==> config.mk <==
export PLATFORM = sky130hd
export DESIGN_NAME = i2c_canvas_reader_flat
export DESIGN_NICKNAME = d
export VERILOG_FILES = /design/src/rtl/i2c_canvas_reader_if.sv /design/src/rtl/i2c_canvas_reader.sv /design/src/flat_wrapper.sv
export SDC_FILE = /design/constraint.sdc
export NUM_CORES = 1
export LEC_CHECK = 0
export ABC_AREA = 1
export CAP_MARGIN = 20
export CORE_ASPECT_RATIO = 1.5
export CORE_MARGIN = 3
export CORE_UTILIZATION = 55
export CTS_CLUSTER_SIZE = 14
export DETAILED_ROUTE_END_ITERATION = 8
export GPL_ROUTABILITY_DRIVEN = 0
export PLACE_DENSITY_LB_ADDON = 0.25
export SYNTH_ARGS = -nofsm -noshare
export SYNTH_HDL_FRONTEND = slang
export SYNTH_SLANG_ARGS = --single-unit
export TNS_END_PERCENT = 1
==> constraint.sdc <==
create_clock -name clk -period 2.6 [get_ports clk]
set_input_delay 0.52 -clock clk [delete_from_list [all_inputs] [get_ports clk]]
set_output_delay 0.52 -clock clk [all_outputs]
set_load 0.01 [all_outputs]
==> src/rtl/i2c_canvas_reader_if.sv <==
// Host handshake plus open-drain I2C pin controls of the canvas reader.
// The reader itself uses the slave modport; the host/bus environment uses master.
interface i2c_canvas_reader_if;
  logic       start;
  logic       sda_in;
  logic       scl_oe;
  logic       sda_oe;
  logic       busy;
  logic       done;
  logic       nack_err;
  logic [7:0] x_out;
  logic [7:0] y_out;
  logic [7:0] status_out;

  modport master (
    output start,
    output sda_in,
    input  scl_oe,
    input  sda_oe,
    input  busy,
    input  done,
    input  nack_err,
    input  x_out,
    input  y_out,
    input  status_out
  );

  modport slave (
    input  start,
    input  sda_in,
    output scl_oe,
    output sda_oe,
    output busy,
    output done,
    output nack_err,
    output x_out,
    output y_out,
    output status_out
  );
endinterface

==> src/rtl/i2c_canvas_reader.sv <==
// I2C master polling the canvas slave: addresses it for read, fetches x, y and
// status bytes, and publishes them coherently with a one-cycle done strobe.
module i2c_canvas_reader #(
  parameter logic [6:0]  I2C_ADDR = 7'b1100100,
  parameter int unsigned CLK_DIV  = 4
) (
  input logic                clk,
  input logic                rst_n,
  i2c_canvas_reader_if.slave bus
);

  localparam logic [2:0] ST_IDLE     = 3'd0;
  localparam logic [2:0] ST_START    = 3'd1;
  localparam logic [2:0] ST_ADDR     = 3'd2;
  localparam logic [2:0] ST_ADDR_ACK = 3'd3;
  localparam logic [2:0] ST_READ     = 3'd4;
  localparam logic [2:0] ST_MACK     = 3'd5;
  localparam logic [2:0] ST_STOP     = 3'd6;

  localparam logic [7:0] QMAX      = 8'(CLK_DIV - 1);
  localparam logic [7:0] ADDR_WORD = {I2C_ADDR, 1'b1};

  logic [2:0] state,    nxt_state;
  logic [1:0] phase,    nxt_phase;
  logic [7:0] qcnt,     nxt_qcnt;
  logic [2:0] bit_cnt,  nxt_bit;
  logic [1:0] byte_idx, nxt_byte;

  logic [7:0] shreg;
  logic [7:0] rx_x;
  logic [7:0] rx_y;
  logic [7:0] rx_s;

  logic       scl_oe;
  logic       sda_oe;
  logic       busy;
  logic       done;
  logic       nack_err;
  logic [7:0] x_out;
  logic [7:0] y_out;
  logic [7:0] status_out;

  logic       scl_d;
  logic       sda_d;
  logic       q_last;
  logic       in_slot;
  logic       sample;
  logic       slot_end;
  logic       accept;
  logic       finish;
  logic       ack_bit;

  assign q_last   = (qcnt == QMAX);
  assign in_slot  = state inside {ST_ADDR, ST_ADDR_ACK, ST_READ, ST_MACK};
  assign sample   = in_slot && (phase == 2'd2) && q_last;
  assign slot_end = in_slot && (phase == 2'd3) && q_last;
  assign accept   = (state == ST_IDLE) && bus.start;
  assign finish   = (state == ST_STOP) && (phase == 2'd2) && q_last;
  assign ack_bit  = shreg[0];

  always_comb begin
    nxt_state = state;
    nxt_phase = phase;
    nxt_qcnt  = qcnt;
    nxt_bit   = bit_cnt;
    nxt_byte  = byte_idx;
    if (state == ST_IDLE) begin
      nxt_qcnt  = '0;
      nxt_phase = '0;
      if (bus.start) nxt_state = ST_START;
    end else begin
      nxt_qcnt = q_last ? '0 : qcnt + 8'd1;
      if (q_last) begin
        nxt_phase = phase + 2'd1;
        case (state)
          ST_START: begin
            if (phase == 2'd1) begin
              nxt_state = ST_ADDR;
              nxt_phase = '0;
              nxt_bit   = '0;
            end
          end
          ST_ADDR: begin
            if (slot_end) begin
              if (bit_cnt == 3'd7) nxt_state = ST_ADDR_ACK;
              else                 nxt_bit   = bit_cnt + 3'd1;
            end
          end
          ST_ADDR_ACK: begin
            if (slot_end) begin
              if (ack_bit) begin
                nxt_state = ST_STOP;
              end else begin
                nxt_state = ST_READ;
                nxt_bit   = '0;
                nxt_byte  = '0;
              end
            end
          end
          ST_READ: begin
            if (slot_end) begin
              if (bit_cnt == 3'd7) nxt_state = ST_MACK;
              else                 nxt_bit   = bit_cnt + 3'd1;
            end
          end
          ST_MACK: begin
            if (slot_end) begin
              if (byte_idx == 2'd2) begin
                nxt_state = ST_STOP;
              end else begin
                nxt_state = ST_READ;
                nxt_bit   = '0;
                nxt_byte  = byte_idx + 2'd1;
              end
            end
          end
          ST_STOP: begin
            if (phase == 2'd2) begin
              nxt_state = ST_IDLE;
              nxt_phase = '0;
            end
          end
          default: nxt_state = ST_IDLE;
        endcase
      end
    end
  end

  // Pin levels are decoded from the next state so the open-drain controls
  // come straight from flops and change exactly on quarter boundaries.
  always_comb begin
    scl_d = 1'b0;
    sda_d = 1'b0;
    case (nxt_state)
      ST_START: sda_d = (nxt_phase == 2'd1);
      ST_ADDR: begin
        scl_d = ~nxt_phase[1];
        sda_d = ~ADDR_WORD[3'd7 - nxt_bit];
      end
      ST_ADDR_ACK, ST_READ: scl_d = ~nxt_phase[1];
      ST_MACK: begin
        scl_d = ~nxt_phase[1];
        sda_d = (nxt_byte != 2'd2);
      end
      ST_STOP: begin
        scl_d = (nxt_phase == 2'd0);
        sda_d = (nxt_phase != 2'd2);
      end
      default: begin
        scl_d = 1'b0;
        sda_d = 1'b0;
      end
    endcase
  end

  always_ff @(posedge clk or negedge rst_n) begin
    if (!rst_n) begin
      state      <= ST_IDLE;
      phase      <= '0;
      qcnt       <= '0;
      bit_cnt    <= '0;
      byte_idx   <= '0;
      shreg      <= '0;
      rx_x       <= '0;
      rx_y       <= '0;
      rx_s       <= '0;
      scl_oe     <= 1'b0;
      sda_oe     <= 1'b0;
      busy       <= 1'b0;
      done       <= 1'b0;
      nack_err   <= 1'b0;
      x_out      <= '0;
      y_out      <= '0;
      status_out <= '0;
    end else begin
      state    <= nxt_state;
      phase    <= nxt_phase;
      qcnt     <= nxt_qcnt;
      bit_cnt  <= nxt_bit;
      byte_idx <= nxt_byte;
      scl_oe   <= scl_d;
      sda_oe   <= sda_d;
      done     <= finish;

      if (accept) begin
        busy     <= 1'b1;
        nack_err <= 1'b0;
      end

      if (sample && (state == ST_READ || state == ST_ADDR_ACK))
        shreg <= {shreg[6:0], bus.sda_in};

      if (slot_end && state == ST_ADDR_ACK && ack_bit)
        nack_err <= 1'b1;

      // Bytes are staged here and published together only at completion.
      if (slot_end && state == ST_READ && bit_cnt == 3'd7) begin
        case (byte_idx)
          2'd0:    rx_x <= shreg;
          2'd1:    rx_y <= shreg;
          default: rx_s <= shreg;
        endcase
      end

      if (finish) begin
        busy <= 1'b0;
        if (!nack_err) begin
          x_out      <= rx_x;
          y_out      <= rx_y;
          status_out <= rx_s;
        end
      end
    end
  end

  assign bus.scl_oe     = scl_oe;
  assign bus.sda_oe     = sda_oe;
  assign bus.busy       = busy;
  assign bus.done       = done;
  assign bus.nack_err   = nack_err;
  assign bus.x_out      = x_out;
  assign bus.y_out      = y_out;
  assign bus.status_out = status_out;

endmodule
==> src/flat_wrapper.sv <==
// flat-port wrapper written by rule: the top's interface ports become plain ports
module i2c_canvas_reader_flat 
#(
  parameter logic [6:0]  I2C_ADDR = 7'b1100100,
  parameter int unsigned CLK_DIV  = 4
)
  (clk, rst_n, bus_start, bus_sda_in, bus_scl_oe, bus_sda_oe, bus_busy, bus_done, bus_nack_err, bus_x_out, bus_y_out, bus_status_out);
  i2c_canvas_reader_if bus_i ();
  input logic clk;
  input logic rst_n;
  input wire logic [$bits(bus_i.start)-1:0] bus_start;
  input wire logic [$bits(bus_i.sda_in)-1:0] bus_sda_in;
  output wire logic [$bits(bus_i.scl_oe)-1:0] bus_scl_oe;
  output wire logic [$bits(bus_i.sda_oe)-1:0] bus_sda_oe;
  output wire logic [$bits(bus_i.busy)-1:0] bus_busy;
  output wire logic [$bits(bus_i.done)-1:0] bus_done;
  output wire logic [$bits(bus_i.nack_err)-1:0] bus_nack_err;
  output wire logic [$bits(bus_i.x_out)-1:0] bus_x_out;
  output wire logic [$bits(bus_i.y_out)-1:0] bus_y_out;
  output wire logic [$bits(bus_i.status_out)-1:0] bus_status_out;
  assign bus_i.start = bus_start;
  assign bus_i.sda_in = bus_sda_in;
  assign bus_scl_oe = bus_i.scl_oe;
  assign bus_sda_oe = bus_i.sda_oe;
  assign bus_busy = bus_i.busy;
  assign bus_done = bus_i.done;
  assign bus_nack_err = bus_i.nack_err;
  assign bus_x_out = bus_i.x_out;
  assign bus_y_out = bus_i.y_out;
  assign bus_status_out = bus_i.status_out;
  i2c_canvas_reader #(.I2C_ADDR(I2C_ADDR), .CLK_DIV(CLK_DIV)) u_core (.clk(clk), .rst_n(rst_n), .bus(bus_i));
endmodule
==> flow_metrics.py, run 1 <==
metrics = {
    "power": {
        "power_switching_share_pct": 21.6,
        "power_frac_comb_pct": 1.6,
        "vdd_ir_drop_max_mv": 0.358,
        "power.density_nw_per_um2": 475,
        "p_int_uw": 1630,
        "power_frac_seq_pct": 59.0,
        "switchingPower_uw": 450,
        "p_clk_share_pct": 39.4,
        "p_leak_uw": 0.00216,
        "finalPower_uw": 2080,
    },
    "cts": {
        "clock_sinks": 79,
        "insertion_delay_ns": 0.35,
        "cts_tree": "done",
        "cts.reportedPaths.clkPinSlew_ns": 0.08,
        "cts_buffers": 9,
        "cts_root_buffer": "clkbuf_8",
        "htreeDepth": 3,
        "clk_path_buf_depth": 2,
        "postCtsHoldBufs": 0,
    },
    "route": {
        "drc": 0,
        "num_vias": 2777,
        "drt-pass1-iter-count": 4,
        "drt_iter0_markers": 182,
        "vias_per_cell": 5.38,
        "ant_nets": 0,
        "wl_per_cell_um": 13.8,
        "finalWirelength_um": 7140,
    },
    "logic_synthesis": {
        "synth_cell_types": 36,
        "ys_async_sr_fraction_pct": 100,
        "avgSynthCellArea_um2": 9.67,
        "syn-instance-count": 391,
        "yosys_most_used_dff": "dfrtp_1",
        "synthesis.nets": 411,
        "yosysWarnings": 0,
        "ys_seq_area_share_pct": 52.3,
        "ys_ff_latch": 79,
        "synth_edf_count": 0,
        "synth.cell_area_um2": 3780,
    },
    "worst_setup_path": {
        "crit_type": "register to register",
        "critPathLaunchType": "register",
        "critPathRequiredTime_ns": 2.84,
        "end_kind": "register",
        "cp_max_fo": 6,
        "r2r.worst_path.cells": 13,
        "arrival_ns": 2.61,
    },
    "layout": {
        "area_growth_pct": 16.0,
        "final_cell_area_um2": 4390,
        "seqCellArea_um2": 1980,
        "nFillCells": 543,
        "multi_input_area_um2": 1580,
        "antennaDiodeCount": 0,
        "layout.cells.most_common": "nand2_1",
        "drive_above_1_share_pct": 17.0,
        "layout.nets": 455,
        "final_cell_mix": "nand2_1, dfrtp_1, nor2_1, inv_1, clkdlybuf4s50_1",
    },
    "placement": {
        "hpwlAfterDp_um": 5100,
        "placedInstanceArea_um2": 4140,
        "port_buffers": 32,
    },
    "outcome": {
        "outcome": "completed",
    },
    "hold_path": {
        "hold_path_class": "input pin to async pin",
    },
    "timing": {
        "worst_pin_slew_ns": 0.557,
        "max_freq_ghz": 0.422,
        "slew_viol_final": 0,
        "period_share_pct": 91.2,
        "relSlewSlack_pct": 62.8,
        "post-route-min-period_ns": 2.37,
        "hold_viol": 0,
        "skew_ns": 0.00547,
        "finalSetupViolations": 0,
    },
    "floorplanning": {
        "die_h_um": 108,
        "rows": 36,
        "start_util_pct": 57.5,
        "coreArea_um2": 6580,
        "boundaryPins": 33,
        "die_area_um2": 7930,
        "die_w_um": 73.7,
    },
    "flow_run": {
        "drv_cap": 0,
    },
    "global_routing": {
        "grt_use_total_pct": 20.2,
        "grt_pass1_wl_um": 12300,
        "grt_max_degree": 80,
        "antenna_found_initial": 0,
        "grt_overflow": 0,
        "grt_pass1_vias": 2727,
    },
}
[synth_stat cells (2+ instances only)]
library cell	number	area [µm²]
nand2_2	9	56.3
nand4_4	2	42.5
nor3_1	4	20.0
o21ai_0	25	125
inv_2	7	26.3
a21oi_1	6	30.0
nor2_2	3	18.8
dfrtp_1	79	1980
ha_1	16	200
nand4_1	4	25.0
buf_6	5	56.3
mux2_2	15	169
mux2_1	9	101
nand3_1	14	70.1
nand2_1	86	323
o21ai_1	12	60.1
nand3_2	3	30.0
nor2_1	38	143
o21bai_1	2	15.0
inv_1	36	135
[routing by layer]
| metal | up-vias | routed length, µm | track usage [%] |
|---|---|---|---|
| li1 | 1363 | - | - |
| met1 | 1332 | 2730 | 22.7 |
| met2 | 59 | 3890 | 35.1 |
| met3 | 23 | 266 | 4.86 |
| met4 | 0 | 248 | 9.59 |
| met5 | - | 0 | 0 |
[critical path, cell delays in order (launching register included)]
cell and delay (ns):
dfrtp_1 0.44, inv_2 0.13, nand3_1 0.17, nand2_2 0.15
inv_1 0.10, o311ai_1 0.28, nand2_1 0.08, nand3_1 0.14
inv_1 0.08, ha_1 0.20, inv_1 0.09, nor2_1 0.06
nor4_1 0.27, nor2_1 0.06
[flip-flops by register name (all words and copies together), names as in the netlist]
| name | flops |
|---|---|
| u_core.bit_cnt | 3 |
| u_core.bus.busy | 1 |
| u_core.bus.done | 1 |
| u_core.bus.nack_err | 1 |
| u_core.bus.scl_oe | 1 |
| u_core.bus.sda_oe | 1 |
| u_core.bus.status_out | 8 |
| u_core.bus.x_out | 8 |
| u_core.bus.y_out | 8 |
| u_core.byte_idx | 2 |
| u_core.phase | 2 |
| u_core.qcnt | 8 |
| u_core.rx_s | 8 |
| u_core.rx_x | 8 |
| u_core.rx_y | 8 |
| u_core.shreg | 8 |
| u_core.state | 3 |
[path summary, 6_finish.rpt]
kind,start,endpoint,slack [ns]
setup / recovery,u_core.state[0]$_DFF_PN0_,u_core.bus.scl_oe$_DFF_PN0_,0.23
hold / removal,rst_n,u_core.bus.status_out[6]$_DFFE_PN0P_,0.17
setup reg to reg,u_core.state[0]$_DFF_PN0_,u_core.bus.scl_oe$_DFF_PN0_,0.23
hold reg to reg,u_core.qcnt[0]$_DFF_PN0_,u_core.qcnt[0]$_DFF_PN0_,0.47
max in group asynchronous,rst_n,u_core.bus.y_out[4]$_DFFE_PN0P_,2.09
min in group clk,u_core.qcnt[0]$_DFF_PN0_,u_core.qcnt[0]$_DFF_PN0_,0.47
[cell type report]
class                   instances  share of cell area (%)
inverters                      43                    3.68
flip-flops and latches         79                    45.1
repair buffers                 40                    8.90
clock inverters                 3                   0.399
multi-input cells             262                    36.1
clock buffers                  13                    3.62
well taps                      76                    2.17
[metrics by stage]
stage,hold WS [ns],worst slack (ns),utilization [%],setup TNS (ns),instances
finish,0.174,0.229,66.7,0,516
global placement,0.440,0.214,63.0,0,494
global route,0.214,-0.0203,66.7,-0.0320,516
detailed placement,0.453,0.117,63.0,0,494
floorplan,0.224,0.315,-,0,391
CTS,0.196,0.0912,65.7,0,510
[timing repair]
action / 4_1_cts / 5_1_grt
setup buffers: 0 / 5
resized for setup: 0 / 8
setup endpoints to repair: 0 / 2
[power by group through the flow]
| stage | combinational [µW] | sequential [µW] | clock, µW |
|---|---|---|---|
| after floorplan | 1.58 | 1250 | 0 |
| after detailed placement | 36.7 | 1250 | 0 |
| after global routing | 40.0 | 1230 | 883 |
| after CTS | 36.7 | 1230 | 841 |
| final | 34.3 | 1230 | 820 |
| after global placement | 36.3 | 1250 | 0 |
[kinds of logic (layout without fill, tap and decap cells)]
| family | count (synthesis) | after routing | synth area share (%) |
|---|---|---|---|
| and+or+nand+nor | 169 | 170 | 21.1 |
| AOI/OAI and AO/OA | 51 | 51 | 7.35 |
| adders and majority gates | 16 | 16 | 5.29 |
| xor gates and xnor gates | 1 | 1 | 0.232 |
| buffers and inverters | 51 | 99 | 6.59 |
| muxes | 24 | 24 | 7.15 |
| DFF | 79 | 79 | 52.3 |
No activity file was read; power rests on OpenSTA's default activity.
==> inputs of run 2 (changes only) <==
- CORE_UTILIZATION: 55 -> 52
- clock period: 2.6 -> 1.9 ns (I/O delays scaled with it)
==> flow_metrics.py, run 2 (synthesis gave the netlist of run 1 again) <==
metrics = {
    "placement": {
        "dp_worst_setup_slack_ns": -0.360,
        "hpwlAfterDp_um": 5870,
        "port_buffers": 32,
    },
    "power": {
        "p_clk_share_pct": 40.9,
        "vdd_ir_drop_max_mv": 0.326,
        "power_switching_share_pct": 20.8,
        "p_leak_uw": 0.00245,
        "finalPower_uw": 2930,
        "power_frac_comb_pct": 1.7,
        "power.density_nw_per_um2": 597,
        "power_frac_seq_pct": 57.5,
        "p_int_uw": 2320,
        "switchingPower_uw": 609,
    },
    "worst_setup_path": {
        "critPathLaunchType": "register",
        "crit_slowest_cell": "dfrtp_1",
        "end_kind": "register",
        "critPathRequiredTime_ns": 2.14,
        "cp_max_fo": 6,
        "arrival_ns": 2.49,
        "r2r.worst_path.cells": 15,
        "crit_type": "register to register",
        "crit_chain": "nor2_2 -> nand2_4 -> nor2_8 -> nand3_2 -> inv_2 -> o21ai_1 -> o2111ai_1 -> nor2_1 -> nor2_2 -> ha_2 -> inv_2 -> nor3_2 -> nand2_1 -> nand2_1 -> a21oi_2",
        "slowest_delay_ns": 0.40,
    },
    "layout": {
        "final_cell_mix": "nand2_1, dfrtp_1, buf_4, inv_1, nor2_1",
        "drive_above_1_share_pct": 28.6,
        "layout.nets": 513,
        "antennaDiodeCount": 0,
        "area_growth_pct": 29.6,
        "layout.cells.most_common": "nand2_1",
        "fin_util_pct": 70.6,
    },
    "global_routing": {
        "antenna_found_initial": 0,
        "grt_overflow": 0,
        "grt_pass1_wl_um": 13500,
        "grt_max_degree": 52,
        "grt_use_total_pct": 21.3,
        "grt_pass1_vias": 3103,
    },
    "cts": {
        "cts_root_buffer": "clkbuf_8",
        "cts_buffers": 9,
        "htreeDepth": 3,
        "clk_path_buf_depth": 2,
        "insertion_delay_ns": 0.34,
        "cts_tree": "done",
        "cts.reportedPaths.clkPinSlew_ns": 0.08,
        "clock_sinks": 79,
    },
    "timing": {
        "finalHoldWorstSlack_ns": 0.482,
        "skew_ns": 0.00525,
        "timing.final.ws_setup_ns": -0.342,
        "relSlewSlack_pct": 73.5,
        "finalSetupTns_ns": -3.95,
        "rsz0062_at_grt": "yes",
        "max_freq_ghz": 0.446,
        "post-route-min-period_ns": 2.24,
        "worst_pin_slew_ns": 0.398,
        "finalSetupViolations": 46,
        "slew_viol_final": 0,
        "period_share_pct": 118,
        "hold_viol": 0,
    },
    "hold_path": {
        "hold_path_class": "register to register",
        "min_path_cells": 2,
    },
    "route": {
        "wl_per_cell_um": 14.0,
        "num_vias": 3012,
        "drc": 0,
        "ant_nets": 0,
        "drt-pass1-iter-count": 4,
        "finalWirelength_um": 8010,
        "drt_iter0_markers": 181,
        "vias_per_cell": 5.25,
    },
    "floorplanning": {
        "rows": 37,
        "die_w_um": 75.6,
        "coreArea_um2": 6940,
        "start_util_pct": 54.5,
        "die_h_um": 110,
        "boundaryPins": 33,
        "die_area_um2": 8350,
    },
    "flow_run": {
        "drv_cap": 0,
    },
    "outcome": {
        "outcome": "complete, but fails checks",
        "violations": "negative setup slack",
    },
}
==> run 2: changes by cell type in the layout (fill, tap and decap cells not counted), sizes merged <==
cell	before	now
buf	9	67
bufinv	0	1
nor2	43	42
dlygate4sd3	0	1
clkbuf	13	10
==> run 2: worst paths after layout <==
kind / endpoint / slack (ns) / start
min in group asynchronous: u_core.bus.x_out[7]$_DFFE_PN0P_ / 0.50 / rst_n
max: u_core.bus.sda_oe$_DFF_PN0_ / -0.34 / u_core.qcnt[2]$_DFF_PN0_
max in group asynchronous: u_core.bus.y_out[3]$_DFFE_PN0P_ / 0.80 / rst_n
max reg2reg: u_core.bus.sda_oe$_DFF_PN0_ / -0.34 / u_core.qcnt[2]$_DFF_PN0_
min reg2reg: u_core.rx_x[1]$_DFFE_PN0P_ / 0.48 / u_core.rx_x[1]$_DFFE_PN0P_
min: u_core.rx_x[1]$_DFFE_PN0P_ / 0.48 / u_core.rx_x[1]$_DFFE_PN0P_
==> run 2: repair_timing <==
item / 4_1_cts / 5_1_grt
endpoints found under the setup margin: 28 / 54
pin swaps: 9 / 1
gates resized for setup: 8 / 5
cloned: 0 / 0
setup buffers: 5 / 0
hold buffers: 1 / 0
endpoints found under the hold margin: 28 / 0
==> run 2: metal layers <==
| layer | vias up | GRT usage (%) | wire (µm) |
|---|---|---|---|
| li1 | 1471 | - | - |
| met1 | 1442 | 22.6 | 3040 |
| met2 | 65 | 36.1 | 4350 |
| met3 | 34 | 5.01 | 222 |
| met4 | 0 | 13.4 | 401 |
| met5 | - | 0 | 0 |
==> run 2: power groups by stage <==
| stage | clock network [µW] | registers [µW] | logic [µW] |
|---|---|---|---|
| after detailed placement | 0 | 1710 | 50.1 |
| after floorplan | 0 | 1710 | 2.16 |
| after CTS | 1240 | 1680 | 51.9 |
| final | 1200 | 1680 | 48.7 |
| after global routing | 1300 | 1680 | 56.6 |
| after global placement | 0 | 1710 | 49.6 |
==> run 2: cell type report <==
class	instances	area, µm²
Sequential cell	79	1980
Clock inverter	4	47.5
Clock buffer	10	138
Inverter	43	161
Fill cell	552	2040
Multi-Input combinational cell	261	1630
Timing Repair Buffer	99	852
Tap cell	78	97.6
==> run 2: worst max-delay path: cells and delay by family, from the launching register on <==
kind                       cells  cell delay [ns]
and+or+nand+nor                9             1.19
DFF                            1             0.40
adders and majority gates      1             0.22
AOI/OAI and AO/OA              3             0.18
buffers and inverters          2             0.14
==> run 2: through the flow <==
| step | instances | instance area, µm² |
|---|---|---|
| 3_5_place_dp | 554 | 4620 |
| 6_report | 574 | 4900 |
| 2_1_floorplan | 391 | 3810 |
| 3_3_place_gp | 554 | 4620 |
| 5_1_grt | 574 | 4900 |
| 4_1_cts | 574 | 4880 |
